File: src/rtl/bpf_regs_pkg.sv
// Shared definitions for the BPF AXI4-Lite register block.
// Holds register offsets, AXI response codes, STATUS field positions,
// the write-command payload struct and the write-legality helper.
package bpf_regs_pkg;

  localparam int unsigned DATA_W    = 32;
  localparam int unsigned STRB_W    = DATA_W / 8;
  localparam int unsigned REG_IDX_W = 2;

  // Word index decoded from addr[3:2]
  typedef enum logic [REG_IDX_W-1:0] {
    REG_CONTROL   = 2'd0,
    REG_INST_HIGH = 2'd1,
    REG_INST_LOW  = 2'd2,
    REG_STATUS    = 2'd3
  } reg_idx_e;

  localparam logic [1:0] RESP_OKAY   = 2'b00;
  localparam logic [1:0] RESP_SLVERR = 2'b10;

  localparam int unsigned STATUS_RUNNING_BIT = 0;
  localparam int unsigned STATUS_CNT_LSB     = 16;

  // Captured write: register index, data and byte strobes
  typedef struct packed {
    reg_idx_e              idx;
    logic [DATA_W-1:0]     data;
    logic [STRB_W-1:0]     strb;
  } wr_cmd_t;

  // Only full-word writes to a writable register are accepted
  function automatic logic wr_allowed(input wr_cmd_t cmd);
    return (cmd.strb == '1) && (cmd.idx != REG_STATUS);
  endfunction

endpackage

File: src/rtl/axil_wr_capture.sv
// AXI4-Lite write-channel capture.
// Latches AW and W independently, issues a one-cycle execute pulse once both
// are held, then returns a B response and holds it until bready.
// Ports:
//   clk, rst_n              clock, async active-low reset
//   s_axil_aw*/w*/b*        AXI4-Lite write address/data/response channels
//   exec_c                  high for the single cycle the latched write executes
//   cmd                     latched register index, data and strobes
module axil_wr_capture
  import bpf_regs_pkg::*;
#(
  parameter int unsigned ADDR_WIDTH = 4
) (
  input  logic                  clk,
  input  logic                  rst_n,
  input  logic [ADDR_WIDTH-1:0] s_axil_awaddr,
  input  logic                  s_axil_awvalid,
  output logic                  s_axil_awready,
  input  logic [DATA_W-1:0]     s_axil_wdata,
  input  logic [STRB_W-1:0]     s_axil_wstrb,
  input  logic                  s_axil_wvalid,
  output logic                  s_axil_wready,
  output logic [1:0]            s_axil_bresp,
  output logic                  s_axil_bvalid,
  input  logic                  s_axil_bready,
  output logic                  exec_c,
  output wr_cmd_t               cmd
);

  logic              aw_lat_q, aw_lat_d;
  reg_idx_e          aw_idx_q, aw_idx_d;
  logic              w_lat_q, w_lat_d;
  logic [DATA_W-1:0] wdata_q, wdata_d;
  logic [STRB_W-1:0] wstrb_q, wstrb_d;
  logic              bvalid_d;
  logic [1:0]        bresp_d;
  logic              awready_d, wready_d;

  // Only addr[3:2] selects a register; the rest is ignored
  logic unused_awaddr;
  assign unused_awaddr = ^s_axil_awaddr;

  assign cmd = '{idx: aw_idx_q, data: wdata_q, strb: wstrb_q};

  // Latch / execute / response next-state
  always_comb begin
    aw_lat_d = aw_lat_q;
    aw_idx_d = aw_idx_q;
    w_lat_d  = w_lat_q;
    wdata_d  = wdata_q;
    wstrb_d  = wstrb_q;
    bvalid_d = s_axil_bvalid;
    bresp_d  = s_axil_bresp;
    exec_c   = aw_lat_q && w_lat_q;

    if (exec_c) begin
      aw_lat_d = 1'b0;
      w_lat_d  = 1'b0;
      bvalid_d = 1'b1;
      bresp_d  = wr_allowed(cmd) ? RESP_OKAY : RESP_SLVERR;
    end else begin
      if (s_axil_awvalid && s_axil_awready) begin
        aw_lat_d = 1'b1;
        aw_idx_d = reg_idx_e'(s_axil_awaddr[3:2]);
      end
      if (s_axil_wvalid && s_axil_wready) begin
        w_lat_d = 1'b1;
        wdata_d = s_axil_wdata;
        wstrb_d = s_axil_wstrb;
      end
      if (s_axil_bvalid && s_axil_bready) begin
        bvalid_d = 1'b0;
      end
    end

    // Ready flops track "nothing latched and no response pending"
    awready_d = !aw_lat_d && !bvalid_d;
    wready_d  = !w_lat_d && !bvalid_d;
  end

  always_ff @(posedge clk or negedge rst_n) begin
    if (!rst_n) begin
      aw_lat_q       <= 1'b0;
      aw_idx_q       <= REG_CONTROL;
      w_lat_q        <= 1'b0;
      wdata_q        <= '0;
      wstrb_q        <= '0;
      s_axil_bvalid  <= 1'b0;
      s_axil_bresp   <= RESP_OKAY;
      s_axil_awready <= 1'b0;
      s_axil_wready  <= 1'b0;
    end else begin
      aw_lat_q       <= aw_lat_d;
      aw_idx_q       <= aw_idx_d;
      w_lat_q        <= w_lat_d;
      wdata_q        <= wdata_d;
      wstrb_q        <= wstrb_d;
      s_axil_bvalid  <= bvalid_d;
      s_axil_bresp   <= bresp_d;
      s_axil_awready <= awready_d;
      s_axil_wready  <= wready_d;
    end
  end

endmodule

File: src/rtl/bpf_axil_regs.sv
// AXI4-Lite register file for BPF code loading and control.
// Converts host writes into value/strobe pairs for the code-memory writer,
// exposes a STATUS register with the running flag and instruction-load count.
// Optional: define BPF_REGS_READBACK_EN to make INST_HIGH/INST_LOW readable.
// Ports:
//   clk, rst_n                    clock, async active-low reset
//   s_axil_*                      AXI4-Lite slave interface
//   inst_high_value/_strobe       last INST_HIGH word and its write pulse
//   inst_low_value/_strobe        last INST_LOW word and its write pulse
//   control_start                 pulse on CONTROL write with bit0 set
//   running                       filter-running status from the core
module bpf_axil_regs
  import bpf_regs_pkg::*;
#(
  parameter int unsigned ADDR_WIDTH = 4,
  parameter int unsigned CNT_WIDTH  = 11
) (
  input  logic                  clk,
  input  logic                  rst_n,
  input  logic [ADDR_WIDTH-1:0] s_axil_awaddr,
  input  logic                  s_axil_awvalid,
  output logic                  s_axil_awready,
  input  logic [31:0]           s_axil_wdata,
  input  logic [3:0]            s_axil_wstrb,
  input  logic                  s_axil_wvalid,
  output logic                  s_axil_wready,
  output logic [1:0]            s_axil_bresp,
  output logic                  s_axil_bvalid,
  input  logic                  s_axil_bready,
  input  logic [ADDR_WIDTH-1:0] s_axil_araddr,
  input  logic                  s_axil_arvalid,
  output logic                  s_axil_arready,
  output logic [31:0]           s_axil_rdata,
  output logic [1:0]            s_axil_rresp,
  output logic                  s_axil_rvalid,
  input  logic                  s_axil_rready,
  output logic [31:0]           inst_high_value,
  output logic                  inst_high_strobe,
  output logic [31:0]           inst_low_value,
  output logic                  inst_low_strobe,
  output logic                  control_start,
  input  logic                  running
);

  logic                 wr_exec_c;
  wr_cmd_t              wr_cmd;
  logic                 wr_ok_c;
  logic [CNT_WIDTH-1:0] load_cnt;

  axil_wr_capture #(
    .ADDR_WIDTH (ADDR_WIDTH)
  ) u_wr_capture (
    .clk            (clk),
    .rst_n          (rst_n),
    .s_axil_awaddr  (s_axil_awaddr),
    .s_axil_awvalid (s_axil_awvalid),
    .s_axil_awready (s_axil_awready),
    .s_axil_wdata   (s_axil_wdata),
    .s_axil_wstrb   (s_axil_wstrb),
    .s_axil_wvalid  (s_axil_wvalid),
    .s_axil_wready  (s_axil_wready),
    .s_axil_bresp   (s_axil_bresp),
    .s_axil_bvalid  (s_axil_bvalid),
    .s_axil_bready  (s_axil_bready),
    .exec_c         (wr_exec_c),
    .cmd            (wr_cmd)
  );

  assign wr_ok_c = wr_exec_c && wr_allowed(wr_cmd);

  // Register updates, strobes and load counter (start wins the clear)
  always_ff @(posedge clk or negedge rst_n) begin
    if (!rst_n) begin
      inst_high_value  <= '0;
      inst_high_strobe <= 1'b0;
      inst_low_value   <= '0;
      inst_low_strobe  <= 1'b0;
      control_start    <= 1'b0;
      load_cnt         <= '0;
    end else begin
      inst_high_strobe <= 1'b0;
      inst_low_strobe  <= 1'b0;
      control_start    <= 1'b0;
      if (wr_ok_c) begin
        unique case (wr_cmd.idx)
          REG_CONTROL: begin
            if (wr_cmd.data[0]) begin
              control_start <= 1'b1;
              load_cnt      <= '0;
            end
          end
          REG_INST_HIGH: begin
            inst_high_value  <= wr_cmd.data;
            inst_high_strobe <= 1'b1;
          end
          REG_INST_LOW: begin
            inst_low_value  <= wr_cmd.data;
            inst_low_strobe <= 1'b1;
            if (load_cnt != '1) begin
              load_cnt <= load_cnt + CNT_WIDTH'(1);
            end
          end
          REG_STATUS: ;
        endcase
      end
    end
  end

  logic        ar_hs_c;
  logic        rvalid_d;
  logic [31:0] rd_data_c;
  logic [1:0]  rd_resp_c;

  assign ar_hs_c = s_axil_arvalid && s_axil_arready;

  logic unused_araddr;
  assign unused_araddr = ^s_axil_araddr;

  // Read decode; sampled only on an AR handshake
  always_comb begin
    rd_data_c = '0;
    rd_resp_c = RESP_OKAY;
    unique case (reg_idx_e'(s_axil_araddr[3:2]))
      REG_CONTROL: ;
`ifdef BPF_REGS_READBACK_EN
      REG_INST_HIGH: rd_data_c = inst_high_value;
      REG_INST_LOW:  rd_data_c = inst_low_value;
`else
      REG_INST_HIGH: rd_resp_c = RESP_SLVERR;
      REG_INST_LOW:  rd_resp_c = RESP_SLVERR;
`endif
      REG_STATUS: begin
        rd_data_c[STATUS_RUNNING_BIT]          = running;
        rd_data_c[STATUS_CNT_LSB +: CNT_WIDTH] = load_cnt;
      end
    endcase
  end

  always_comb begin
    rvalid_d = s_axil_rvalid;
    if (ar_hs_c) begin
      rvalid_d = 1'b1;
    end else if (s_axil_rvalid && s_axil_rready) begin
      rvalid_d = 1'b0;
    end
  end

  // Read channel; arready mirrors !rvalid
  always_ff @(posedge clk or negedge rst_n) begin
    if (!rst_n) begin
      s_axil_rvalid  <= 1'b0;
      s_axil_arready <= 1'b0;
      s_axil_rdata   <= '0;
      s_axil_rresp   <= RESP_OKAY;
    end else begin
      s_axil_rvalid  <= rvalid_d;
      s_axil_arready <= !rvalid_d;
      if (ar_hs_c) begin
        s_axil_rdata <= rd_data_c;
        s_axil_rresp <= rd_resp_c;
      end
    end
  end

endmodule

File: config.mk
export PLATFORM = sky130hd
export DESIGN_NAME = bpf_axil_regs
export DESIGN_NICKNAME = d
export VERILOG_FILES = /design/src/rtl/bpf_regs_pkg.sv /design/src/rtl/axil_wr_capture.sv /design/src/rtl/bpf_axil_regs.sv
export SDC_FILE = /design/constraint.sdc
export NUM_CORES = 1
export LEC_CHECK = 0
export BUFFER_PORTS_ARGS = -buffer_cell sky130_fd_sc_hd__buf_2
export CAP_MARGIN = 15
export CORE_MARGIN = 3
export CORE_UTILIZATION = 55
export DETAILED_ROUTE_END_ITERATION = 10
export PLACE_DENSITY = 0.84
export SLEW_MARGIN = 20
export SYNTH_ARGS = -nofsm -noshare
export SYNTH_HDL_FRONTEND = slang
export SYNTH_HIERARCHICAL = 1
export SYNTH_SLANG_ARGS = --single-unit
export TNS_END_PERCENT = 1
File: constraint.sdc
create_clock -name clk -period 5.4 [get_ports clk]
set_input_delay 0.54 -clock clk [delete_from_list [all_inputs] [get_ports clk]]
set_output_delay 0.54 -clock clk [all_outputs]
set_load 0.05 [all_outputs]
=== Yosys cells after proc, flatten, opt, wreduce, memory -nomap -nowiden ===
Index checks and enable logic that the tools add are counted.

* Bits of input ports: 52
* Output and inout port bits: 108
* Flip-flop bits (word level): 139

* Bitwise logic cells: 1
* $add $sub $neg: 1
* Multiplexer cells: 22
* Eq/ne operators: 10
* Reductions and logical operators: 22

{| class="wikitable"
|+ Operators by type and width
! kind !! number
|-
| $mux 11 || 3
|-
| $pmux 11 s2 || 1
|-
| $mux 1 || 16
|-
| $add 11x1->11 const B || 1
|-
| $ne 11x11->1 const B || 1
|-
| $logic_and 1x1->1 || 10
|-
| $reduce_and 2->1 || 4
|-
| $eq 2x2->1 const B || 3
|-
| $eq 2x1->1 const B || 2
|-
| $eq 4x4->1 const B || 1
|-
| $logic_not 1->1 || 4
|-
| $mux 2 || 2
|-
| $ne 2x2->1 const B || 2
|-
| $reduce_and 4->1 || 1
|-
| $logic_not 2->1 || 1
|-
| $ne 2x1->1 const B || 1
|-
| $reduce_bool 2->1 || 1
|-
| $reduce_or 2->1 || 1
|-
| $not 1->1 || 1
|}

=== Depth between registers and ports, before layout ===
Gate-level depths: netlist of run 1.

* Depth in word-level cells: 5
* Mapped depth: 9
* Gate-level depth less buffers: 6

=== By module ===
The synthesis of run 1 kept the hierarchy.

{| class="wikitable"
|+ By module, submodules not included
! module !! instances !! area an instance (µm²) !! seq. area each (µm²) !! cells an instance
|-
| bpf_axil_regs || 1 || 4,036.4 || 2,327.2 || 365
|-
| axil_wr_capture || 1 || 1,831.8 || 1,101.1 || 103
|}

=== Worst setup path before layout of run 1 ===
OpenSTA, ideal clock, no wires.

* Path kind: register to register
* Start: reg u_wr_capture.aw_lat_q
* End: reg inst_high_value[10]
* Data required time: 5.275 ns
* Stages on the path, launching flop included: 9
* Data arrival time: 1.935 ns
* Library setup time: 0.125 ns
* Setup slack: 3.340 ns
* Path through: dfrtp_1 > and2_4 > buf_6 > nand4_2 > or2_1 > or3b_1 > buf_6 > buf_12 > mux2_4

* Word-level cells in the longest chain between the ends: 3

{| class="wikitable"
|+ RTL lines
! what !! RTL line !! text
|-
| from (decl) || axil_wr_capture.sv:30 || <nowiki>logic aw_lat_q, aw_lat_d;</nowiki>
|-
| from (signal assigned) || axil_wr_capture.sv:93 || <nowiki>aw_lat_q <= aw_lat_d;</nowiki>
|-
| $logic_and 1x1->1 || axil_wr_capture.sv:54 || <nowiki>exec_c = aw_lat_q && w_lat_q;</nowiki>
|-
| net wr_exec_c || bpf_axil_regs.sv:45 || <nowiki>logic wr_exec_c;</nowiki>
|-
| $logic_and 1x1->1 || bpf_axil_regs.sv:69 || <nowiki>assign wr_ok_c = wr_exec_c && wr_allowed(wr_cmd);</nowiki>
|-
| $reduce_and 2->1 (no source line) || - ||
|-
| to (signal assigned) || bpf_axil_regs.sv:93 || <nowiki>inst_high_value <= wr_cmd.data;</nowiki>
|-
| to (decl) || bpf_axil_regs.sv:37 || <nowiki>output logic [31:0] inst_high_value,</nowiki>
|}

The timed path passes the listed nets, and every way through them passes these cells.
A chain may end at the register's enable or synchronous reset.

=== Worst setup path in the final report of run 1 ===
* Start: reg u_wr_capture.aw_lat_q
* End: reg load_cnt[5]

* Word-level cells in the longest chain between the ends: 3

{| class="wikitable"
|+ RTL lines
! what !! RTL line !! text
|-
| $logic_and 1x1->1 || axil_wr_capture.sv:54 ||
|-
| net wr_exec_c || bpf_axil_regs.sv:45 ||
|-
| $logic_and 1x1->1 || bpf_axil_regs.sv:69 ||
|-
| $reduce_and 4->1 (no source line) || - ||
|-
| to (signal assigned) || bpf_axil_regs.sv:100 || <nowiki>load_cnt <= load_cnt + CNT_WIDTH'(1);</nowiki>
|-
| to (decl) || bpf_axil_regs.sv:48 || <nowiki>logic [CNT_WIDTH-1:0] load_cnt;</nowiki>
|}

The timed path passes the listed nets, and every way through them passes these cells.

==> summary.md, run 1 <==
| Metric | Value |
|---|---|
| CP Class | `reg2reg` |
| Slew headroom | `40.5%` |
| Final worst-path cycle share | `between 50 and 60%` |
| Critical path startpoint | `u_wr_capture/aw_lat_q` |
| Hold Vio Cnt, Final | `0` |
| RR Startpoint | `u_wr_capture/aw_lat_q` |
| Max Buffers Root-to-Sink | `2` |
| Type of the tightest min-delay check | `in2async` |
| Synth cell types | `45` |
| Detail Route Antenna Nets | `0` |
| Largest net degree at the start of global routing | `72` |
| Peak fanout along the critical path | `37` |
| FMAX | `0.356 GHz` |
| Synth warnings | `6` |
| Die span in x | `109 µm` |
| DRC | `0` |
| R2R setup slack | `about 2.6 ns` |
| Via Count | `between 3,000 and 4,000` |
| Slew @ Worst Pin | `0.892 ns` |
| Synthesized flop and latch total | `between 100 and 150` |
| Max-slew violation count | `0` |
| CTS H-tree lvls | `4` |
| Total grt overflow | `0` |
| Number of synthesized flops with an enable pin | `0` |
| Post_cts resized | `0` |
| PwrDens | `602 mW/mm²` |
| CP endpoint kind | `flop` |
| TritonCTS Buffers | `17` |
| Wire length per cell | `16.6 µm` |
| Setup violations, final | `0` |
| First drt pass iteration count | `4` |
| Worst Slack Setup Final | `roughly 2.6 ns` |
| Core area | `0.0104 mm²` |
| CTS root buf | `clkbuf_8` |
| Net Sw Power | `1.68 mW` |
| Ports | `160` |
| Setup TNS | `0 ns` |
| Setup Fix Bufs, Post-CTS | `0` |
| Die height | `~110 µm` |
| Initial antenna violation count | `0` |
| P&R area growth vs syn | `18.7%` |
| Port Buf Inserts | `133` |
| Met3 routed WL | `approximately 900 µm` |
| Status | `complete, no violations` |
| Worst EP arrival | `3.24 ns` |
| Share of layout cells above drive strength 1 | `between 40% and 50%` |
| Leakage power | `3.84 nW` |
| Skew final | `0.00735 ns` |
| Int Power | `2.52 mW` |
| Comb pwr share | `36.6%` |
| Max-cap viol count | `0` |
| Maximum vdd drop | `0.000424 V` |
| Post-synth design cell area | `0.00587 mm²` |
| R2R depth | `6` |
| Reg power frac | `38.8%` |
| Starting Density | `between 50% and 60%` |
| Post-layout min period | `2.81 ns` |
| M1 WL | `5280 µm` |
| Syn avg cell area | `12.5 µm²` |
| Clock transition at the registers of the reported paths | `about 0.060 ns` |
| Nets | `roughly 650` |
| Unrepaired setup endpoints after global routing | `no` |
| Top sig layer | `met4` |
| Number of fill cells in the layout | `794` |
| Final GP Congestion | `0.789` |
| Sequential element share of the synthesized area | `58.4%` |
| Worst R2R End | `load_cnt[5]` |
| Inserted Diodes | `0` |
| Post-synth top flop | `dfrtp_1` |
| DRT iter0 DRCs | `195` |
| Cts hold-fix bufs | `0` |
| Row count | `37` |
| Setup WS pre-CTS | `2.61 ns` |
| Gr usage total | `21.6%` |
| Met2 wire length | `just over 6000 µm` |
| Clk network pwr share | `24.6%` |
| Final wirelength | `12,400 µm` |
| Clock tree from TritonCTS | `done` |
| Final core utilization | `approximately 67%` |
| CTS Sinks | `137` |
| Post-synth ARST share | `100%` |
| DR vias/cell | `just over 5` |
| Global-route wire length before repair | `between 15,000 and 20,000 µm` |
| Die area | `0.0119 mm²` |
| Sw Share | `39.9%` |
| Clk_lat worst skew | `0.52 ns` |
| CP Data Required Time | `5.84 ns` |
| Number of global-route vias before repair | `3,840` |
| CP Launch Type | `flop` |
| Syn Inst Count | `~470` |
| DP HPWL | `8120 µm` |
-- sequential cells by signal (all words and copies together), names as in the netlist, 2 cells and up --
register	cells
inst_low_value	32
u_wr_capture/wstrb_q	4
inst_high_value	32
u_wr_capture/aw_idx_q	2
load_cnt	11
u_wr_capture/wdata_q	32
s_axil_rdata	12
-- cells by family (layout without fill, tap and decap cells) --
kind of cell | Yosys count | count (layout) | synth area share, %
AND/OR/NAND/NOR | 164 | 164 | 12.2
flip-flops | 137 | 137 | 58.4
multiplexers | 75 | 75 | 18.1
buffers and inverters | 50 | 172 | 6.61
AO/OA/AOI/OAI | 38 | 38 | 4.12
adder cells (fa/ha/maj) | 2 | 2 | 0.426
other | 2 | 22 | 0.128
-- final cells by class --
type / count / area, µm² / share of cell area [%]
Tap cell: 136 / 170 / 2.44
Clock buffer: 20 / 445 / 6.39
Clock inverter: 9 / 77.6 / 1.11
Inverter: 8 / 30.0 / 0.431
Multi-Input combinational cell: 301 / 2130 / 30.5
Sequential cell: 137 / 3430 / 49.2
Timing Repair Buffer: 135 / 687 / 9.86
-- power by group through the flow --
stage	sequential [mW]	combinational [mW]	clock (mW)
after floorplan	2.20	0.626	0
after global placement	1.60	1.50	0
after detailed placement	1.63	1.54	0
after CTS	1.62	1.55	1.05
after global routing	1.67	1.62	1.10
final	1.63	1.54	1.03
-- metrics by stage --
stage / instance area, µm² / power [mW] / cells / hold WS, ns
3_5_place_dp: 6440 / 3.17 / 717 / 0.457
5_1_grt: 6970 / 4.38 / 746 / 0.0324
4_1_cts: 6970 / 4.23 / 746 / 0.0196
6_report: 6970 / 4.19 / 746 / 0.0107
3_3_place_gp: 6440 / 3.10 / 717 / 0.455
2_1_floorplan: 5940 / 2.83 / 488 / 0.244
-- routing by layer --
layer,GRT usage (%),vias to the layer above
met5,0,-
met4,7.75,0
met3,7.81,16
met2,34.3,136
met1,27.4,1896
li1,-,1784
-- cell usage after synthesis (all sizes together) (2+ instances only) --
| library cell | count | area share [%] |
|---|---|---|
| a41oi | 3 | 0.58 |
| nand4 | 3 | 0.43 |
| ha | 2 | 0.43 |
| clkbuf | 8 | 0.51 |
| inv | 8 | 0.51 |
| nand2 | 128 | 8.2 |
| and2 | 3 | 0.36 |
| buf | 34 | 5.6 |
| nand2b | 2 | 0.21 |
| mux2i | 4 | 0.68 |
| nor2b | 2 | 0.21 |
| and3 | 4 | 0.43 |
| nor2 | 8 | 0.79 |
| conb | 2 | 0.13 |
| a31oi | 4 | 0.43 |
| a21oi | 6 | 0.51 |
| dfrtp | 137 | 58 |
| a21boi | 2 | 0.26 |
| o21ai | 16 | 1.4 |
| nand3 | 5 | 0.43 |
| or2 | 2 | 0.21 |
| mux2 | 71 | 17 |
| a2bb2oi | 2 | 0.30 |
-- critical path, cell delays in order (launching register included) --
cell     delay [ns]
dfrtp_1        0.41
and2_4         0.24
nand4_2        0.14
or3_2          0.86
inv_2          0.71
a31oi_1        0.17
a31oi_1        0.17
-- cells in the final DEF, fill, tap and decap left out, drive strengths merged, types with 4 or more instances in the layout --
cell	n
nand3	5
dfrtp	137
a31oi	4
clkinv	5
clkbuf	20
mux2i	4
o21ai	16
mux2	71
conb	22
a21oi	6
nand2	128
inv	8
and3	4
buf	135
nor2	8
-- worst max-delay path by stage --
stage	to	slack, ns	cells past startpoint
floorplan	inst_high_value[10]	3.34	8
global placement	load_cnt[5]	2.71	6
detailed placement	load_cnt[5]	2.61	6
CTS	load_cnt[5]	2.59	6
global route	load_cnt[5]	2.42	6
finish	load_cnt[5]	2.59	6
No activity file was read; power rests on OpenSTA's default activity.
==> run 2: changes to the inputs <==
--- a/config.mk
+++ b/config.mk
@@ -5,12 +5,13 @@
 export SDC_FILE = /design/constraint.sdc
 export NUM_CORES = 1
 export LEC_CHECK = 0
+export ABC_AREA = 1
 export BUFFER_PORTS_ARGS = -buffer_cell sky130_fd_sc_hd__buf_2
 export CAP_MARGIN = 15
 export CORE_MARGIN = 3
-export CORE_UTILIZATION = 55
+export CORE_UTILIZATION = 52
 export DETAILED_ROUTE_END_ITERATION = 10
-export PLACE_DENSITY = 0.84
+export PLACE_DENSITY = 0.8
 export SLEW_MARGIN = 20
 export SYNTH_ARGS = -nofsm -noshare
 export SYNTH_HDL_FRONTEND = slang
==> constraint.sdc (replaced) <==
create_clock -name clk -period 2.6 [get_ports clk]
set_input_delay 0.26 -clock clk [delete_from_list [all_inputs] [get_ports clk]]
set_output_delay 0.26 -clock clk [all_outputs]
set_load 0.05 [all_outputs]
==> summary.md, run 2 <==
| Metric | Value |
|---|---|
| Unrepaired setup endpoints after global routing | `no` |
| Clock transition at the registers of the reported paths | `0.06 ns` |
| Max Buffers Root-to-Sink | `2` |
| Synthesized flop and latch total | `about 140` |
| Synth warnings | `6` |
| Maximum vdd drop | `roughly 0.0005 V` |
| DRC | `0` |
| CP Class | `reg2reg` |
| TritonCTS Buffers | `17` |
| Max-slew violation count | `0` |
| Starting Density | `between 50% and 60%` |
| Top flop regs | `inst_high_value (32), inst_low_value (32), u_wr_capture/wdata_q (32)` |
| Slew headroom | `49.3%` |
| First drt pass iteration count | `5` |
| Post-synth top flop | `dfrtp_1` |
| Max-cap viol count | `0` |
| Synth area leaders | `dfrtp_1, nand2_1, o21ai_1` |
| Setup TNS | `0 ns` |
| R2R setup slack | `0.92 ns` |
| Final GP Congestion | `0.848` |
| Final worst-path cycle share | `64.5%` |
| Skew final | `0.00851 ns` |
| Global-route wire length before repair | `22,800 µm` |
| Status | `complete, no violations` |
| PwrDens | `927 mW/mm²` |
| CTS H-tree lvls | `4` |
| Die area | `0.0124 mm²` |
| Number of synthesized flops with an enable pin | `0` |
| Leakage power | `3.98 nW` |
| CP Launch Type | `flop` |
| Commonest cells after routing, fill and taps aside | `nand2_1, dfrtp_1, buf_2` |
| Setup Fix Bufs, Post-CTS | `0` |
| Number of global-route vias before repair | `around 4,700` |
| Initial antenna violation count | `0` |
| Number of fill cells in the layout | `769` |
| P&R area growth vs syn | `27.3%` |
| CP max-delay cell | `dfrtp_1` |
| Setup violations, final | `0` |
| Sequential element share of the synthesized area | `59.5%` |
| CTS Sinks | `137` |
| Largest net degree at the start of global routing | `84` |
| Die height | `111 µm` |
| Die span in x | `approximately 110 µm` |
| Row count | `37` |
| Syn avg cell area | `9.16 µm²` |
| Syn Inst Count | `629` |
| WP buf/inv | `2` |
| Post-layout min period | `1.68 ns` |
| Total grt overflow | `0` |
| Clock tree from TritonCTS | `done` |
| Clk_lat worst skew | `0.52 ns` |
| Final wirelength | `about 13,000 µm` |
| DR vias/cell | `around 5.0` |
| Critical path, cell by cell | `nor2_1, buf_4, nand2_2, buf_4, nand2_1, o21ai_1` |
| Crit path largest cell delay | `a little under 0.5 ns` |
| Commonest non-fill, non-tap cell in the layout | `nand2_1` |
| Peak fanout along the critical path | `27` |
| Ports | `160` |
| CTS root buf | `clkbuf_8` |
| Post-synth design cell area | `approximately 0.0058 mm²` |
| Cell mode on critical path | `buf_4` |
| FMAX | `0.597 GHz` |
| Count leader, synth | `nand2_1` |
| Inserted Diodes | `0` |
| Gr usage total | `22.9%` |
| Synth cell types | `30` |
| Port Buf Inserts | `133` |
| Nets | `853` |
| Wire length per cell | `14.2 µm` |
| CP endpoint kind | `flop` |
| Post-synth ARST share | `100%` |
| Worst EP arrival | `2.12 ns` |
| Via Count | `approximately 4,800` |
| DP HPWL | `8740 µm` |
| Post-synth top area cell | `dfrtp_1` |
| Hold Vio Cnt, Final | `0` |
| Core area | `roughly 0.011 mm²` |
| Type of the tightest min-delay check | `in2reg` |
| Final core utilization | `69.5%` |
| DRT iter0 DRCs | `roughly 430` |
| CP delay by family, top | `buffers and inverters` |
| Share of layout cells above drive strength 1 | `23.9%` |
| CP Data Required Time | `roughly 3.0 ns` |
| Detail Route Antenna Nets | `0` |
| Post-synth top area share | `59.5%` |
| Slew @ Worst Pin | `0.759 ns` |
| Most frequent cells after synthesis | `nand2_1, dfrtp_1, o21ai_1` |
-- run 2: through the flow --
step | power (mW) | area, µm² | instances | worst slack, ns | hold slack, ns
2_1_floorplan | 4.09 | 5840 | 649 | 1.06 | -0.0356
3_3_place_gp | 4.42 | 6380 | 878 | 1.00 | 0.344
3_5_place_dp | 4.48 | 6380 | 878 | 0.939 | 0.356
4_1_cts | 6.84 | 7340 | 948 | 0.931 | 0.00807
5_1_grt | 7.19 | 7340 | 948 | 0.743 | 0.00737
6_report | 6.80 | 7340 | 948 | 0.924 | 0.0272
-- run 2: cells by family (layout without fill, tap and decap cells) --
logic type / Yosys count / count (layout) / share of synthesized area (%)
AOI/OAI and AO/OA: 91 / 91 / 8.34
xor gates and xnor gates: 1 / 1 / 0.152
adders and majority gates: 2 / 2 / 0.434
buffers and inverters: 108 / 271 / 10.4
DFF: 137 / 137 / 59.5
muxes: 1 / 1 / 0.195
other: 2 / 22 / 0.130
and+or+nand+nor: 287 / 287 / 20.9
-- run 2: timing repair --
| item | in CTS | in global routing |
|---|---|---|
| endpoints found under the hold margin | 117 | 0 |
| resized for setup | 0 | 0 |
| hold buffers | 38 | 0 |
-- run 2: final cells by class --
type | instances | area, µm² | area share (%)
clock buffer | 18 | 428 | 5.83
clock inverter | 14 | 148 | 2.01
tap | 136 | 170 | 2.32
timing repair buffer | 181 | 1130 | 15.4
multi-input combinational | 404 | 1820 | 24.8
inverter | 58 | 219 | 2.98
sequential | 137 | 3430 | 46.7
-- run 2: report_power, final --
| group | internal, mW | total [mW] | switching, mW |
|---|---|---|---|
| Sequential | 2.55 | 2.80 | 0.253 |
| Combinational | 0.436 | 1.71 | 1.28 |
| Clock | 1.39 | 2.29 | 0.895 |
-- run 2: final timing paths --
| path | from | end | cells past startpoint |
|---|---|---|---|
| max | u_wr_capture/aw_idx_q[0] | inst_low_value[15] | 6 |
| min | s_axil_wdata[8] | u_wr_capture/wdata_q[8] | 3 |
| max reg2reg | u_wr_capture/aw_idx_q[0] | inst_low_value[15] | 6 |
| min reg2reg | u_wr_capture/wdata_q[1] | u_wr_capture/wdata_q[1] | 2 |
| max in group asynchronous | rst_n | inst_high_value[25] | 3 |
| min in group asynchronous | rst_n | inst_low_strobe | 2 |
-- run 2: routing by layer --
layer	wire length, µm	global-route usage (%)
met1	5620	28.8
met2	6520	36.6
met3	938	6.44
met4	410	11.1
met5	0	0
-- run 2: worst register-to-register path, cell delays in order (launching register included) --
cell and delay (ns):
dfrtp_1 0.49, nor2_1 0.09, buf_4 0.19, nand2_2 0.29, buf_4 0.36, nand2_1 0.10
o21ai_1 0.10
